[config.mk]
export PLATFORM = sky130hd
export DESIGN_NAME = rob_broadcast_commit
export DESIGN_NICKNAME = d
export VERILOG_FILES = /design/src/rtl/rob_broadcast_commit.sv
export SDC_FILE = /design/constraint.sdc
export NUM_CORES = 2
export LEC_CHECK = 0
export ABC_AREA = 0
export BUFFER_PORTS_ARGS = -buffer_cell sky130_fd_sc_hd__buf_4
export CAP_MARGIN = 20
export CORE_AREA = 10 10 373 375
export CTS_BUF_LIST = sky130_fd_sc_hd__clkbuf_2
export CTS_CLUSTER_DIAMETER = 40
export CTS_CLUSTER_SIZE = 8
export DETAILED_ROUTE_END_ITERATION = 10
export DIE_AREA = 0 0 383 385
export PLACE_DENSITY_LB_ADDON = 0.3
export SYNTH_ARGS = -nofsm -noshare
export SYNTH_HDL_FRONTEND = slang
export SYNTH_HIERARCHICAL = 1
export SYNTH_SLANG_ARGS = --single-unit
export TNS_END_PERCENT = 50
[constraint.sdc]
create_clock -name in_clk -period 6.86 [get_ports in_clk]
set_input_delay 0.343 -clock in_clk [delete_from_list [all_inputs] [get_ports in_clk]]
set_output_delay 0.343 -clock in_clk [all_outputs]
set_load 0.01 [all_outputs]
[src/rtl/rob_broadcast_commit.sv]
// Reorder buffer: in-order allocate/commit, one FU result per cycle broadcast to the RSs,
// squash on mispredicted-branch retire. Define ROB_BCAST_BYPASS_EN for a combinational broadcast.

module rob_entry #(
    parameter int VAL_W = 64,
    parameter int REG_W = 5
) (
    input  logic             in_clk,
    input  logic             in_rst,
    input  logic             alloc_we,
    input  logic [REG_W-1:0] alloc_dst,
    input  logic             alloc_nzcv,
    input  logic             cpl_we,
    input  logic [VAL_W-1:0] cpl_value,
    input  logic             cpl_mispred,
    input  logic             clr,
    output logic             valid,
    output logic             done,
    output logic             mispred,
    output logic             set_nzcv,
    output logic [REG_W-1:0] dst,
    output logic [VAL_W-1:0] value
);
    always_ff @(posedge in_clk or negedge in_rst) begin
        if (!in_rst) begin
            valid    <= 1'b0;
            done     <= 1'b0;
            mispred  <= 1'b0;
            set_nzcv <= 1'b0;
            dst      <= '0;
            value    <= '0;
        end else if (clr) begin
            valid <= 1'b0;
            done  <= 1'b0;
        end else begin
            // alloc needs an invalid entry and completion a valid one, so they never collide
            if (alloc_we) begin
                valid    <= 1'b1;
                done     <= 1'b0;
                dst      <= alloc_dst;
                set_nzcv <= alloc_nzcv;
            end
            if (cpl_we) begin
                done    <= 1'b1;
                value   <= cpl_value;
                mispred <= cpl_mispred;
            end
        end
    end
endmodule

module rob_broadcast_commit #(
    parameter int ROB_SIZE = 16,
    parameter int IDX_W    = 4,
    parameter int VAL_W    = 64,
    parameter int REG_W    = 5
) (
    input  logic             in_clk,
    input  logic             in_rst,
    input  logic             in_dispatch_valid,
    input  logic [REG_W-1:0] in_dispatch_dst,
    input  logic             in_dispatch_set_nzcv,
    output logic             out_dispatch_ready,
    output logic [IDX_W-1:0] out_alloc_index,
    input  logic [IDX_W-1:0] in_lookup_index,
    output logic             out_lookup_done,
    output logic [VAL_W-1:0] out_lookup_value,
    input  logic             in_fu_done,
    input  logic [IDX_W-1:0] in_fu_rob_index,
    input  logic [VAL_W-1:0] in_fu_value,
    input  logic             in_fu_mispred,
    output logic             out_rob_broadcast_done,
    output logic [IDX_W-1:0] out_rob_broadcast_index,
    output logic [VAL_W-1:0] out_rob_broadcast_val,
    output logic             out_rob_is_mispred,
    output logic             out_commit_valid,
    output logic [REG_W-1:0] out_commit_dst,
    output logic [VAL_W-1:0] out_commit_value,
    output logic             out_commit_set_nzcv,
    output logic             out_flush
);
    localparam logic [IDX_W:0] FULL = (IDX_W+1)'(ROB_SIZE);

    logic [IDX_W-1:0] head_q, tail_q;
    logic [IDX_W:0]   count_q;

    logic [ROB_SIZE-1:0]            e_valid, e_done, e_mispred, e_nzcv;
    logic [ROB_SIZE-1:0][REG_W-1:0] e_dst;
    logic [ROB_SIZE-1:0][VAL_W-1:0] e_val;

    logic alloc, cpl, commit, do_flush;
    logic stored_done;

    // ready is held low while reset is asserted so every output reads 0 during reset
    assign out_dispatch_ready = in_rst & (count_q != FULL) & ~out_flush;
    assign out_alloc_index    = tail_q;

    assign alloc    = in_dispatch_valid & out_dispatch_ready;
    assign cpl      = in_fu_done & e_valid[in_fu_rob_index] & ~out_flush;
    assign commit   = e_valid[head_q] & e_done[head_q];
    assign do_flush = commit & e_mispred[head_q];

    for (genvar i = 0; i < ROB_SIZE; i++) begin : g_ent
        rob_entry #(.VAL_W(VAL_W), .REG_W(REG_W)) u_ent (
            .in_clk      (in_clk),
            .in_rst      (in_rst),
            .alloc_we    (alloc && (tail_q == IDX_W'(i))),
            .alloc_dst   (in_dispatch_dst),
            .alloc_nzcv  (in_dispatch_set_nzcv),
            .cpl_we      (cpl && (in_fu_rob_index == IDX_W'(i))),
            .cpl_value   (in_fu_value),
            .cpl_mispred (in_fu_mispred),
            .clr         (do_flush | (commit && (head_q == IDX_W'(i)))),
            .valid       (e_valid[i]),
            .done        (e_done[i]),
            .mispred     (e_mispred[i]),
            .set_nzcv    (e_nzcv[i]),
            .dst         (e_dst[i]),
            .value       (e_val[i])
        );
    end

    assign stored_done = e_valid[in_lookup_index] & e_done[in_lookup_index];

`ifdef ROB_BCAST_BYPASS_EN
    logic fwd;
    assign fwd              = cpl && (in_fu_rob_index == in_lookup_index);
    assign out_lookup_done  = fwd | stored_done;
    assign out_lookup_value = fwd ? in_fu_value : (stored_done ? e_val[in_lookup_index] : '0);

    assign out_rob_broadcast_done  = cpl;
    assign out_rob_broadcast_index = cpl ? in_fu_rob_index : '0;
    assign out_rob_broadcast_val   = cpl ? in_fu_value : '0;
    assign out_rob_is_mispred      = cpl & in_fu_mispred;
`else
    logic bc;
    assign out_lookup_done  = stored_done;
    assign out_lookup_value = stored_done ? e_val[in_lookup_index] : '0;

    // a completion racing a squash is dropped so nothing stale reaches the RSs during flush
    assign bc = cpl & ~do_flush;

    always_ff @(posedge in_clk or negedge in_rst) begin
        if (!in_rst) begin
            out_rob_broadcast_done  <= 1'b0;
            out_rob_broadcast_index <= '0;
            out_rob_broadcast_val   <= '0;
            out_rob_is_mispred      <= 1'b0;
        end else begin
            out_rob_broadcast_done  <= bc;
            out_rob_broadcast_index <= bc ? in_fu_rob_index : '0;
            out_rob_broadcast_val   <= bc ? in_fu_value : '0;
            out_rob_is_mispred      <= bc & in_fu_mispred;
        end
    end
`endif

    always_ff @(posedge in_clk or negedge in_rst) begin
        if (!in_rst) begin
            head_q              <= '0;
            tail_q              <= '0;
            count_q             <= '0;
            out_commit_valid    <= 1'b0;
            out_commit_dst      <= '0;
            out_commit_value    <= '0;
            out_commit_set_nzcv <= 1'b0;
            out_flush           <= 1'b0;
        end else begin
            out_commit_valid    <= commit;
            out_commit_dst      <= commit ? e_dst[head_q] : '0;
            out_commit_value    <= commit ? e_val[head_q] : '0;
            out_commit_set_nzcv <= commit & e_nzcv[head_q];
            out_flush           <= do_flush;
            if (do_flush) begin
                head_q  <= head_q + IDX_W'(1);
                tail_q  <= head_q + IDX_W'(1);
                count_q <= '0;
            end else begin
                head_q  <= head_q + IDX_W'(commit);
                tail_q  <= tail_q + IDX_W'(alloc);
                count_q <= count_q + (IDX_W+1)'(alloc) - (IDX_W+1)'(commit);
            end
        end
    end
endmodule
* After elaboration in Yosys (flattened, before gate mapping)
Cells that the tools add are included. Widths: inputs -> output; s select.
Word-level totals: register bits 1323, latch bits 0, RAM bits 0, memory bits (read-only) 0, input port bits 83, output and inout port bits 212, memories kept 0
Cells by class: add/sub/neg operators 5, multiply operators 0, div/mod/pow operators 0, magnitude comparators 3, equality and inequality tests 46, shifts and indexed selects 0, multiplexer cells 108, bitwise logic cells 45, reduce and logical (&&, ||, !) cells 115
Operators by type and width (count):
- $bmux 64 s4 | 2
- $mux 64 | 5
- $eq 4x4->1 const B | 24
- $mux 1 | 87
- $reduce_and 2->1 | 32
- $eq 4x3->1 const B | 12
- $logic_and 1x1->1 | 48
- $reduce_bool 3->1 | 16
- $reduce_bool 2->1 | 16
- $bmux 1 s4 | 7
- $eq 4x2->1 const B | 6
- $bmux 5 s4 | 1
- $not 1->1 | 18
- $or 1x1->1 | 16
- $lt 4x5->1 const B | 3
- $mux 5 | 3
- $eq 4x1->1 const B | 3
- $logic_not 4->1 | 3
- $mux 4 | 3
- $and 1x1->1 | 11
- $add 4x1->4 | 2
- $add 5x1->5 | 1
- $ne 5x5->1 const B | 1
- $sub 5x1->5 | 1
- $add 4x1->4 const B | 1

* Longest topological paths before layout
word-level depth 8, mapped depth 19

* Modules after synthesis
Netlist, hierarchy kept.
Modules (own cells, without submodules):
- rob_entry | times used 16, cells each 159, area an instance 2947.8 um2, seq. area each 1826.8 um2
- rob_broadcast_commit | times used 1, cells each 1576, area an instance 23490.0 um2, seq. area each 3878.7 um2

* Worst setup path before layout
Ideal clock, no wire load.
kind register to register, from reg head_q[0], to reg count_q[4], arrival time 3.512 ns, data required time 6.740 ns, setup slack 3.228 ns, stages on the path, launching flop included 19, path buffers 3, clock period less this slack 3.632 ns, cell sequence dfrtp_1 > buf_6 > mux4_4 > a22oi_1 > nand2_2 > buf_2 > nand2_1 > buf_4 > inv_1 > ha_1 > inv_1 > ha_1 > inv_1 > fa_1 > inv_1 > a21oi_1 > nor2_1 > or3_1 > and3_1
On the way: longest elaborated chain between the ends 5, elaborated cells on any way between the ends 10
RTL lines:
- start, declared | RTL line 84 | logic [IDX_W-1:0] head_q, tail_q;
- start signal, assigned | RTL line 175 | head_q <= head_q + IDX_W'(1);
- start signal, assigned | RTL line 179 | head_q <= head_q + IDX_W'(commit);
- $bmux 1 s4 | RTL line 100 | assign commit = e_valid[head_q] & e_done[head_q];
- $mux 1 (not written as such) | RTL line 100
- $and 1x1->1 * | RTL line 100
- named net commit | RTL line 91 | logic alloc, cpl, commit, do_flush;
- $sub 5x1->5 or $and 1x1->1 (tied branches) | RTL line 181, 101
- $mux 5 * | RTL line 174 | if (do_flush) begin
- end signal, assigned | RTL line 181 | count_q <= count_q + (IDX_W+1)'(alloc) - (IDX_W+1)'(commit);
- end, declared | RTL line 85 | logic [IDX_W:0] count_q;
Mark *: on every way through the listed nets, which the timed path passes. The rest lies on a longest branch. The select of a mux whose other input is x is not followed. A chain may end at the register's enable or synchronous reset.

* Worst setup path in the final report
from reg g_ent[5].u_ent.valid, to out out_lookup_value[36]
On the way: longest elaborated chain between the ends 4
RTL lines:
- start, declared | RTL line 17 | output logic valid,
- start signal, assigned | RTL line 26 | valid <= 1'b0;
- start signal, assigned | RTL line 33 | valid <= 1'b0;
- start signal, assigned | RTL line 38 | valid <= 1'b1;
- $bmux 1 s4 | RTL line 123 | assign stored_done = e_valid[in_lookup_index] & e_done[in_lookup_index];
- $mux 1 (not written as such) | RTL line 123
- $and 1x1->1 | RTL line 123
- $mux 64 | RTL line 138 | assign out_lookup_value = stored_done ? e_val[in_lookup_index] : '0;
- end, declared | RTL line 67 | output logic [VAL_W-1:0] out_lookup_value,
No other way between the ends. The select of a mux whose other input is x is not followed.

==> impl_summary.log <==
[metrics] number of buffers added for setup after CTS: 0
[metrics] Setup-failing EPs final: 0
[metrics] synthesized area: 0.0707 mm²
[metrics] signal arrival time at the worst endpoint: 5.26 ns
[metrics] commonest non-fill, non-tap cell in the layout: dfrtp_1
[metrics] type of element launching the critical path: flip-flop
[metrics] worst setup skew after layout: 0.133 ns
[metrics] source of the worst register-to-register timing path: head_q[1]
[metrics] fmax: 178 MHz
[metrics] Simple-Gate Fraction of Synth Area: 2.87%
[metrics] Pwr per Cell Area: 377 mW/mm²
[metrics] Die Outline Area: 0.147 mm²
[metrics] fraction of layout cells with a size suffix above 1: 52.8%
[metrics] TritonCTS clock tree: done
[metrics] cell count after synthesis: 4120
[metrics] Final GP Congestion: 0.826
[metrics] Lkg Pwr: 34.8 nW
[metrics] Net count, final: 4640
[metrics] Final Max Tran Viols: 0
[metrics] number of DRC markers after the initial detailed-route iteration: 3786
[metrics] buffers from clock root to sink, at most: 3
[metrics] per-instance average area after synthesis: 17.1 µm²
[metrics] core area: 0.131 mm²
[metrics] GR Util met2: 39.6%
[metrics] largest voltage drop on the vdd net: 0.000312 V
[metrics] end of the critical path: out_lookup_value[36]
[metrics] Most Crowded Layer GR: met2
[metrics] source of the critical timing path: g_ent[5].u_ent/valid
[metrics] data required time of the critical path: 6.52 ns
[metrics] top cell type by total area after synthesis: dfrtp_1
[metrics] via count of the first global-routing pass: 43800
[metrics] complex-gate fraction of the synthesized area: 1.26%
[metrics] Inserted Clock Buffers: 211
[metrics] H-Tree Level Count: 4
[metrics] number of violations of the max-capacitance limit: 0
[metrics] number of cell rows: 133
[metrics] All-Layer GR Usage: 25.6%
[metrics] count of warnings emitted by yosys: 6
[metrics] layout overhead on the synthesized area: 9.19%
[metrics] minimum period implied by the final worst setup slack: 5.60 ns
[metrics] met1 layer usage reported by global route: 35.8%
[metrics] via/cell ratio: 6.35
[metrics] Max transition margin: 18.4%
[metrics] number of antenna-violating nets in the routed design: 0
[metrics] setup repair after global routing missed its margin: no
[metrics] class of the tightest hold or removal check: input port to flip-flop
[metrics] sum of overflow across all layers after global routing: 0
[metrics] XOR/XNOR share of the synthesized area: 0.0992%
[metrics] detailed-route DRC error count: 0
[metrics] largest net degree at the start of global routing: 172
[metrics] Worst-Margin Slew: 1.22 ns
[metrics] run status: finished, final reports clean
[metrics] number of antenna violations at the first check in global routing: 11
[metrics] initial cell density of the core: 53.9%
[metrics] arithmetic-cell share of the synthesized area counting full adders, half adders and majority gates: 0.276%
[metrics] main combinational cell family by area after synthesis: multiplexers
[metrics] global-route wire length before repair: 288000 µm
[metrics] Core Util, Final: 58.8%
[metrics] crit-path max cell delay: 1.02 ns
[metrics] worst-path maximum fanout: 39
[metrics] GR Layer Usage met3: 5.76%
[metrics] final-layout setup total negative slack: 0 ns
[metrics] biggest area contributors in the synthesized netlist: dfrtp_1 47%, mux4_2 18%, mux2_4 17%
[metrics] Final Hold Vio Count: 0
[metrics] Chip Width: 383 µm
[metrics] portion of the post-synthesis area used by sequential elements: 46.9%
[metrics] average wire per standard cell: 29.5 µm
[metrics] root buffer cell: clkbuf_2
[metrics] routed via count: 40800
[metrics] fin crit share: 81.7%
[metrics] setup slack, reg-to-reg: 1.40 ns
[metrics] IO buf count: 294
[metrics] number of distinct standard cells referenced by the synthesized netlist: 46
[metrics] critical path cell sequence: nand2_1 -> nor2_1 -> a31oi_1 -> mux4_4 -> buf_4 -> o32ai_1 -> buf_4
[metrics] synthesized flop and latch total: 1323
[metrics] total length of routed wires: 189000 µm
[metrics] Worst setup EP type: primary output
[metrics] portion of netlist area occupied by mux cells: 44.7%
[metrics] Yosys top cell area share: 46.9%
[metrics] most used cells in the layout excluding fill and tap cells: 1319 x dfrtp_1, 800 x mux2_4, 565 x mux4_2, 404 x mux2_2, 343 x buf_4
[metrics] Chip Height: 385 µm
[metrics] number of optimization iterations in the first detailed-route pass: 5
[metrics] Crit Path Category: flip-flop to primary output
[metrics] reg-to-reg critical path endpoint: g_ent[4].u_ent/value[5]
[metrics] cell type of the slowest stage on the worst timing path: o32ai_1
[metrics] Synthesized Nets: 4218
[metrics] clock-pin slew on the worst setup and hold paths: 0.13 ns
[metrics] top-level port count: 295
[metrics] worst-case reg-to-reg path depth: 8
[metrics] number of sinks on the clock net: 1323
[metrics] post-detailed-placement half-perimeter wirelength: 103000 µm
[metrics] clock latency reported for the late side of the worst-skew pair: 1.78 ns
[metrics] most frequent cell on the critical path: buf_4
[metrics] Post-Route Hold Slack: 0.248 ns
per-layer routing:
metal	vias to the layer above	part of all wire, %
met5	-	0.0069
li1	16700	-
met1	22000	43
met2	1673	47
met4	2	3.1
met3	372	7.4
cells in the mapped netlist (all sizes together):
cell type / count
dfrtp: 1323
mux2: 1204
mux4: 625
buf: 241
clkbuf: 103
nand2: 95
and2: 71
and3: 71
mux2i: 71
nor2: 67
o32ai: 64
nor2b: 35
a21oi: 34
inv: 29
nand2b: 22
ha: 14
a31oi: 12
nor3: 8
nand3: 5
a22oi: 4
xnor2: 4
xor2: 4
nand3b: 2
nand4b: 2
or3: 2
a21o: 1
a311oi: 1
a32oi: 1
fa: 1
nand4: 1
nand4bb: 1
o21ai: 1
o21bai: 1
timing repair:
action,in CTS,in global routing
setup endpoints to repair,0,0
hold buffers,187,0
gates resized for setup,0,0
hold endpoints to repair,2204,0
state kept, by name, summed over array words and instances, names as in the netlist, 4 cells and up:
name / flops
count_q: 5
g_ent.u_ent/done: 16
out_commit_value: 64
g_ent.u_ent/dst: 80
g_ent.u_ent/mispred: 16
out_alloc_index: 4
g_ent.u_ent/valid: 16
g_ent.u_ent/set_nzcv: 16
out_rob_broadcast_index: 4
head_q: 4
out_rob_broadcast_val: 64
out_commit_dst: 5
g_ent.u_ent/value: 1024
final cells by class:
cell class | instances | area [µm²]
Fill cell | 10000 | 54000
Multi-Input combinational cell | 2424 | 34800
Sequential cell | 1323 | 33100
Timing Repair Buffer | 553 | 4930
Tap cell | 1755 | 2200
Clock buffer | 248 | 1240
Clock inverter | 77 | 692
Inverter | 29 | 109
Antenna cell | 6 | 15.0
cells by family after synthesis:
group | after synthesis
simple gates | 382
fa+ha+maj | 15
mux | 1900
xor+xnor | 8
compound gates | 119
flops | 1323
buf+inv | 373
worst max-delay path: cells and delay by family, from the launching register on:
kind	cells	cell delay, ns
buf+inv	2	0.78
compound gates	2	1.09
flops	1	0.44
mux	1	0.99
simple gates	2	0.15
power breakdown:
group | internal (mW) | switching (mW) | total [mW]
combinational | 7.33 | 4.32 | 11.6
clock | 1.48 | 2.97 | 4.45
sequential | 10.6 | 2.38 | 13.0
stage by stage:
stage | area [µm²] | total power, mW | cells | setup WS (ns)
6_report | 77100 | 29.1 | 6415 | 1.26
5_1_grt | 77100 | 30.6 | 6413 | 1.05
4_1_cts | 77100 | 29.2 | 6406 | 1.12
3_5_place_dp | 73200 | 24.6 | 5894 | 1.47
3_3_place_gp | 73200 | 24.3 | 5894 | 1.52
2_1_floorplan | 70700 | 21.5 | 4120 | 3.23
worst min-delay path by stage:
stage | start | to | depth (start not counted)
5_1_grt | in_fu_rob_index[0] | out_rob_broadcast_index[0] | 4
4_1_cts | in_dispatch_valid | out_alloc_index[0] | 7
6_report | in_dispatch_valid | out_alloc_index[0] | 7
3_3_place_gp | in_rst | g_ent[9].u_ent/valid | 1
2_1_floorplan | in_rst | count_q[0] | 0
3_5_place_dp | in_rst | g_ent[11].u_ent/value[1] | 1
(Power assumes the default switching activity.)
